$ cat src/rtl/skinny_ctrl_pkg.sv
// skinny_ctrl_pkg: shared state type, default sizes and round-constant step for the SKINNY serial sequencer
package skinny_ctrl_pkg;
  typedef enum logic [2:0] {IDLE, LOAD_N, LOAD_S, SB, MC, OUTPUT, DONE} state_e;
  localparam int ROUNDS_DEF = 40;
  localparam int SB_CYC_DEF = 16;
  localparam int MC_CYC_DEF = 4;
  localparam int BEATS = 16;
  localparam logic [5:0] RC_INIT = 6'h00;
  function automatic logic [5:0] rc_step(input logic [5:0] rc);
    return {rc[4:0], rc[5] ^ rc[4] ^ 1'b1};
  endfunction
endpackage

$ cat src/rtl/skinny_rc_lfsr.sv
// skinny_rc_lfsr: 6-bit round-constant LFSR with init/step and con byte formatting
module skinny_rc_lfsr
  import skinny_ctrl_pkg::*;
(
  input  logic       clk,
  input  logic       rst,
  input  logic       init_i,
  input  logic       sb_i,
  input  logic [4:0] cyc_i,
  output logic [7:0] con_o
);
  logic [5:0] rc_q, rc_d, rc_nxt;
  logic step;
  assign rc_nxt = rc_step(rc_q);
  assign step = sb_i && cyc_i == 5'd0;
  assign rc_d = init_i ? RC_INIT : step ? rc_nxt : rc_q;
  always_ff @(posedge clk or posedge rst)
    if (rst) rc_q <= RC_INIT;
    else rc_q <= rc_d;
  // the c=0 byte carries the freshly stepped constant, so round 0 already sees 6'h01
  assign con_o = !sb_i ? 8'h00 :
                 cyc_i == 5'd0 ? {4'h0, rc_nxt[3:0]} :
                 cyc_i == 5'd4 ? {6'h0, rc_q[5:4]} :
                 cyc_i == 5'd8 ? 8'h02 : 8'h00;
endmodule

$ cat src/rtl/skinny_serial_ctrl.sv
// skinny_serial_ctrl: sequencer for one byte-serial SKINNY-128-384 TBC call (load, 40 rounds, output)
// Define SKINNY_CTRL_DEC_EN to drive sdec from the latched dec on OUTPUT beats; otherwise encrypt-only.
module skinny_serial_ctrl
  import skinny_ctrl_pkg::*;
#(
  parameter int ROUNDS = ROUNDS_DEF,
  parameter int SB_CYC = SB_CYC_DEF,
  parameter int MC_CYC = MC_CYC_DEF
) (
  input  logic       clk,
  input  logic       rst,
  input  logic       start,
  input  logic       ld_nonce,
  input  logic       ld_key,
  input  logic       new_msg,
  input  logic       notk1,
  input  logic       dec,
  input  logic [7:0] dom,
  input  logic       pdi_valid,
  output logic       pdi_ready,
  output logic       pdo_valid,
  input  logic       pdo_ready,
  output logic       busy,
  output logic       done,
  output logic [3:0] sen,
  output logic       sdec,
  output logic       schain,
  output logic       smxc,
  output logic       smode,
  output logic       srst,
  output logic [7:0] con,
  output logic [7:0] domain,
  output logic       tk1se,
  output logic       tk1ksch,
  output logic       tk1chain,
  output logic       tk1rst,
  output logic       tk1correct_cnt,
  output logic       tk1s,
  output logic       tk1n,
  output logic       tk2ksch,
  output logic       tk2in,
  output logic       tk2chain,
  output logic       tk2correct,
  output logic       tk3ksch,
  output logic       tk3in,
  output logic       tk3chain,
  output logic       tk3correct
);
  state_e state_q, state_d;
  logic [4:0] cnt_q, cnt_d, lim;
  logic [5:0] round_q, round_d;
  logic ld_key_q, notk1_q, dec_q;
  logic [7:0] dom_q;
  logic accept, loading, sb, counting, beat, last;
  assign accept = start && state_q == IDLE;
  assign loading = state_q == LOAD_N || state_q == LOAD_S;
  assign sb = state_q == SB;
  assign counting = state_q != IDLE && state_q != DONE;
  // LOAD beats need pdi_valid, OUTPUT beats need pdo_ready, compute cycles always advance
  assign beat = loading ? pdi_valid : state_q == OUTPUT ? pdo_ready : 1'b1;
  assign lim = sb ? 5'(SB_CYC - 1) : state_q == MC ? 5'(MC_CYC - 1) : 5'(BEATS - 1);
  assign last = beat && cnt_q == lim;
  skinny_rc_lfsr u_rc (
    .clk(clk), .rst(rst), .init_i(accept), .sb_i(sb), .cyc_i(cnt_q), .con_o(con)
  );
  always_ff @(posedge clk or posedge rst)
    if (rst) begin
      state_q <= IDLE;
      cnt_q <= '0;
      round_q <= '0;
    end else begin
      state_q <= state_d;
      cnt_q <= cnt_d;
      round_q <= round_d;
    end
  always_ff @(posedge clk or posedge rst)
    if (rst) begin
      ld_key_q <= 1'b0;
      notk1_q <= 1'b0;
      dec_q <= 1'b0;
      dom_q <= 8'h00;
    end else if (accept) begin
      ld_key_q <= ld_key;
      notk1_q <= notk1;
      dec_q <= dec;
      dom_q <= dom;
    end
  always_comb begin
    state_d = state_q;
    cnt_d = !counting || !beat ? cnt_q : last ? 5'd0 : cnt_q + 5'd1;
    round_d = accept ? 6'd0 : state_q == MC && last ? round_q + 6'd1 : round_q;
    case (state_q)
      IDLE:    if (start) state_d = ld_nonce ? LOAD_N : LOAD_S;
      LOAD_N:  if (last) state_d = LOAD_S;
      LOAD_S:  if (last) state_d = SB;
      SB:      if (last) state_d = MC;
      MC:      if (last) state_d = round_q == 6'(ROUNDS - 1) ? OUTPUT : SB;
      OUTPUT:  if (last) state_d = DONE;
      DONE:    state_d = IDLE;
      default: state_d = IDLE;
    endcase
  end
  always_comb begin
    sen = 4'h0;
    sdec = 1'b0;
    schain = 1'b0;
    smxc = 1'b0;
    smode = 1'b0;
    srst = 1'b0;
    tk1se = 1'b0;
    tk1ksch = 1'b0;
    tk1chain = 1'b0;
    tk1correct_cnt = 1'b0;
    tk1s = 1'b0;
    tk2ksch = 1'b0;
    tk2in = 1'b0;
    tk2chain = 1'b0;
    tk2correct = 1'b0;
    tk3ksch = 1'b0;
    tk3in = 1'b0;
    tk3chain = 1'b0;
    tk3correct = 1'b0;
    done = 1'b0;
    case (state_q)
      LOAD_N: begin
        tk2in = beat;
        tk2chain = beat;
      end
      LOAD_S: begin
        sen = {4{beat}};
        srst = beat && cnt_q == 5'd0;
        tk3in = beat && ld_key_q;
        tk3chain = beat && ld_key_q;
        tk1se = beat;
      end
      SB: begin
        sen = 4'hF;
        schain = 1'b1;
        tk1chain = 1'b1;
        tk2chain = 1'b1;
        tk3chain = 1'b1;
        tk1s = cnt_q < 5'(SB_CYC / 2);
        tk1ksch = cnt_q == lim;
        tk2ksch = cnt_q == lim;
        tk3ksch = cnt_q == lim;
      end
      MC: begin
        sen = 4'hF;
        smxc = 1'b1;
      end
      OUTPUT: begin
        sen = {4{beat}};
        schain = beat;
        smode = beat;
        tk2correct = beat;
        tk3correct = beat;
`ifdef SKINNY_CTRL_DEC_EN
        sdec = beat && dec_q;
`else
        sdec = dec_q & 1'b0;
`endif
      end
      DONE: begin
        tk1correct_cnt = 1'b1;
        done = 1'b1;
      end
      default: ;
    endcase
  end
  assign busy = state_q != IDLE;
  assign pdi_ready = loading;
  assign pdo_valid = state_q == OUTPUT;
  assign tk1n = busy && notk1_q;
  assign tk1rst = accept && new_msg;
  assign domain = dom_q;
endmodule

$ cat config.mk
export PLATFORM = sky130hd
export DESIGN_NAME = skinny_serial_ctrl
export DESIGN_NICKNAME = d
export VERILOG_FILES = /design/src/rtl/skinny_ctrl_pkg.sv /design/src/rtl/skinny_rc_lfsr.sv /design/src/rtl/skinny_serial_ctrl.sv
export SDC_FILE = /design/constraint.sdc
export NUM_CORES = 1
export LEC_CHECK = 0
export ABC_CLOCK_PERIOD_IN_PS = 1780
export BUFFER_PORTS_ARGS = -buffer_cell sky130_fd_sc_hd__buf_2
export CORE_MARGIN = 5
export CORE_UTILIZATION = 30
export CTS_BUF_LIST = sky130_fd_sc_hd__clkbuf_8 sky130_fd_sc_hd__clkbuf_16
export CTS_CLUSTER_SIZE = 20
export DETAILED_ROUTE_END_ITERATION = 7
export GPL_TIMING_DRIVEN = 0
export PLACE_DENSITY = 0.62
export SYNTH_ARGS = -nofsm -noshare
export SYNTH_HDL_FRONTEND = slang
export SYNTH_SLANG_ARGS = --single-unit
$ cat constraint.sdc
create_clock -name clk -period 1.78 [get_ports clk]
set_input_delay 0.178 -clock clk [delete_from_list [all_inputs] [get_ports clk]]
set_output_delay 0.178 -clock clk [all_outputs]
set_load 0.1 [all_outputs]
==> impl_metrics.ini <==
[die]
die-area_mm2 = 0.00780
core_mm2 = 0.00596
row_count = 28
die_x_um = 88.3
boundaryPins = 62
initial_core_util = 0.309
die_y_um = 88.3

[detailed_routing]
drc = 0
first_pass_iters = 4
wl_per_cell_um = 14.6
ant_nets = 0
vias = 1739
drt_iter0_drc = 53
vias_per_cell = 4.78
wl_um = 5310

[setup_path]
cp_cell_sequence = buf_6 -> nor4b_4 -> mux2i_4 -> nor4_4 -> buf_6 -> buf_12
critPathKind = flip-flop to output pin
critPathCaptureType = output pin
max_stage_delay_ps = 380
cpMostUsedCell = buf_6
path_buf_inv = 3
crit_required_ps = 1600
cp.arrival_ps = 1980
slowest_stage = nor4_4
crit_fanout = 4
startpoint_type = flip-flop
cpLargestDelayFamily = simple AND/OR/NAND/NOR gates

[logic_synthesis]
avgSynthCellArea_um2 = 10.0
synth.largest_area_cell = dfrtp_1
netlist_top_cells_area = dfrtp_1 (41%), mux2_2 (7.3%), buf_4 (5.3%)
ys_warn_count = 0
synth_edf_count = 0
synth_cells = 184
synth_top_area_share = 0.408
yosys_register_bits = 30
synth.most_common_cell = dfrtp_1
ys_seq_area_frac = 0.408
synth_flop_cell = dfrtp_1
synth_common_cells = dfrtp_1 (30), nor2_1 (14), buf_4 (13)
syn_area_mm2 = 0.00184
synthArstFlopShare = 1.00
synth_cell_type_count = 48

[sta]
hold_viol_final = 0
setup_violations = 36
worst_pin_slew_ps = 1170
min_period_ps = 2160
setup_ws_ps = -382
finalCritPeriodShare = 1.21
relSlewSlack = 0.222
clock_skew_ps = 8.82
rsz0062_at_grt = true
fmaxAchievable_mhz = 463
slew_viol_final = 0

[clock_network]
cts_hold_buf = 0
htreeDepth = 2
clockBufferDepth = 2
worstSkewPairLatency_ps = 270
clk_pin_slew_ps = 70
cts_tree = built
cts_sinks = 30
cts_made_buffers = 5
clock-root-buffer = clkbuf_8

[outcome]
violations = setup timing
status = complete, but fails checks

[global_route]
grt_max_degree = 31
grt_overflow_total = 0
grt_pass1_wl_um = 8340
antenna_found_initial = 0
grt_pass1_vias = 1786
gr-usage-all-layers = 0.137

[placement]
routabilityCongestion = 0.798
place_area_mm2 = 0.00242
dp_hpwl_um = 3330
io_buffers = 55

[cells_and_area]
multiInputGateArea_mm2 = 0.00119
syn2layout_area_growth_pct = 84.6
fin_area_mm2 = 0.00340
fin_nets = 310
drive_above_1_share = 0.647
fillCellCount = 498
n_antenna_cell = 0
final-seq-area_um2 = 753

[job]
max_cap_violations = 0

[min_path]
hold_path_class = input pin to flip-flop
-- what timing repair did --
action,in CTS,in global routing
pin swaps,15,15
setup endpoints to repair,60,40
resized for setup,122,46
buffers inserted,28,16
-- layout by cell type, fill, tap and decap left out, types with 5 or more instances in the layout --
cell type / n
buf_4: 39
nand3_1: 5
dfrtp_1: 28
inv_1: 6
and2_4: 5
nor2_1: 8
xor2_1: 5
buf_6: 26
buf_2: 24
conb_1: 5
a21oi_1: 6
clkbuf_8: 5
buf_12: 23
nor3_4: 6
mux2_4: 10
-- worst reg2reg max path, cell delays in order (launching register included) --
cell and delay, ps:
dfrtp_1 370, buf_6 130, nor4b_4 350, mux2i_4 140, buf_4 150, buf_4 140, or3_4 340, a211o_1 280
-- layout make-up --
class | instances | area share
repair buffers | 98 | 0.305
multi-input cells | 127 | 0.351
flip-flops and latches | 30 | 0.222
well taps | 75 | 0.0276
plain buffers | 18 | 0.0593
inverters | 9 | 0.0122
clock buffers | 5 | 0.0203
clock inverters | 2 | 0.00295
-- per-layer routing --
metal | part of all wire | vias up | track usage
met2 | 0.51 | 60 | 0.238
met4 | 0.010 | 0 | 0.0467
met3 | 0.055 | 6 | 0.0251
met5 | 0 | - | 0
li1 | - | 836 | -
met1 | 0.42 | 837 | 0.170
-- final timing paths --
kind	from	endpoint	slack, ps	depth (start not counted)
max	cnt_q[4]	tk2ksch	-380	6
min	dom[7]	domain[7]	130	2
max reg2reg	cnt_q[4]	state_q[1]	-230	7
min reg2reg	u_rc.rc_q[2]	u_rc.rc_q[2]	480	1
max in group asynchronous	rst	state_q[1]	800	2
min in group asynchronous	rst	domain[4]	200	2
-- state kept, by name, summed over array words and instances, names as in the netlist --
signal,cells
u_rc.rc_q,6
domain,8
state_q,3
round_q,6
ld_key_q,1
cnt_q,5
notk1_q,1
-- through the flow --
step	setup TNS (ps)	utilization	setup slack (ps)	hold slack [ps]	std cells
6_report	-4870	0.570	-382	133	364
5_1_grt	-7280	0.570	-454	122	364
4_1_cts	-2950	0.532	-434	122	352
3_5_place_dp	-10760	0.407	-653	414	318
3_3_place_gp	-9640	0.407	-584	409	318
2_1_floorplan	-17590	-	-1570	269	188
-- kinds of logic after synthesis --
family	count (synthesis)	synth area share
xor gates and xnor gates	7	0.0333
other	1	0.00204
and+or+nand+nor	68	0.221
AOI/OAI and AO/OA	31	0.118
buffers and inverters	31	0.118
muxes	13	0.0789
DFF	30	0.408
adders and majority gates	3	0.0204
Power is not shown: default switching activity piles up to over one toggle a cycle in this logic, so the estimate is an artifact.
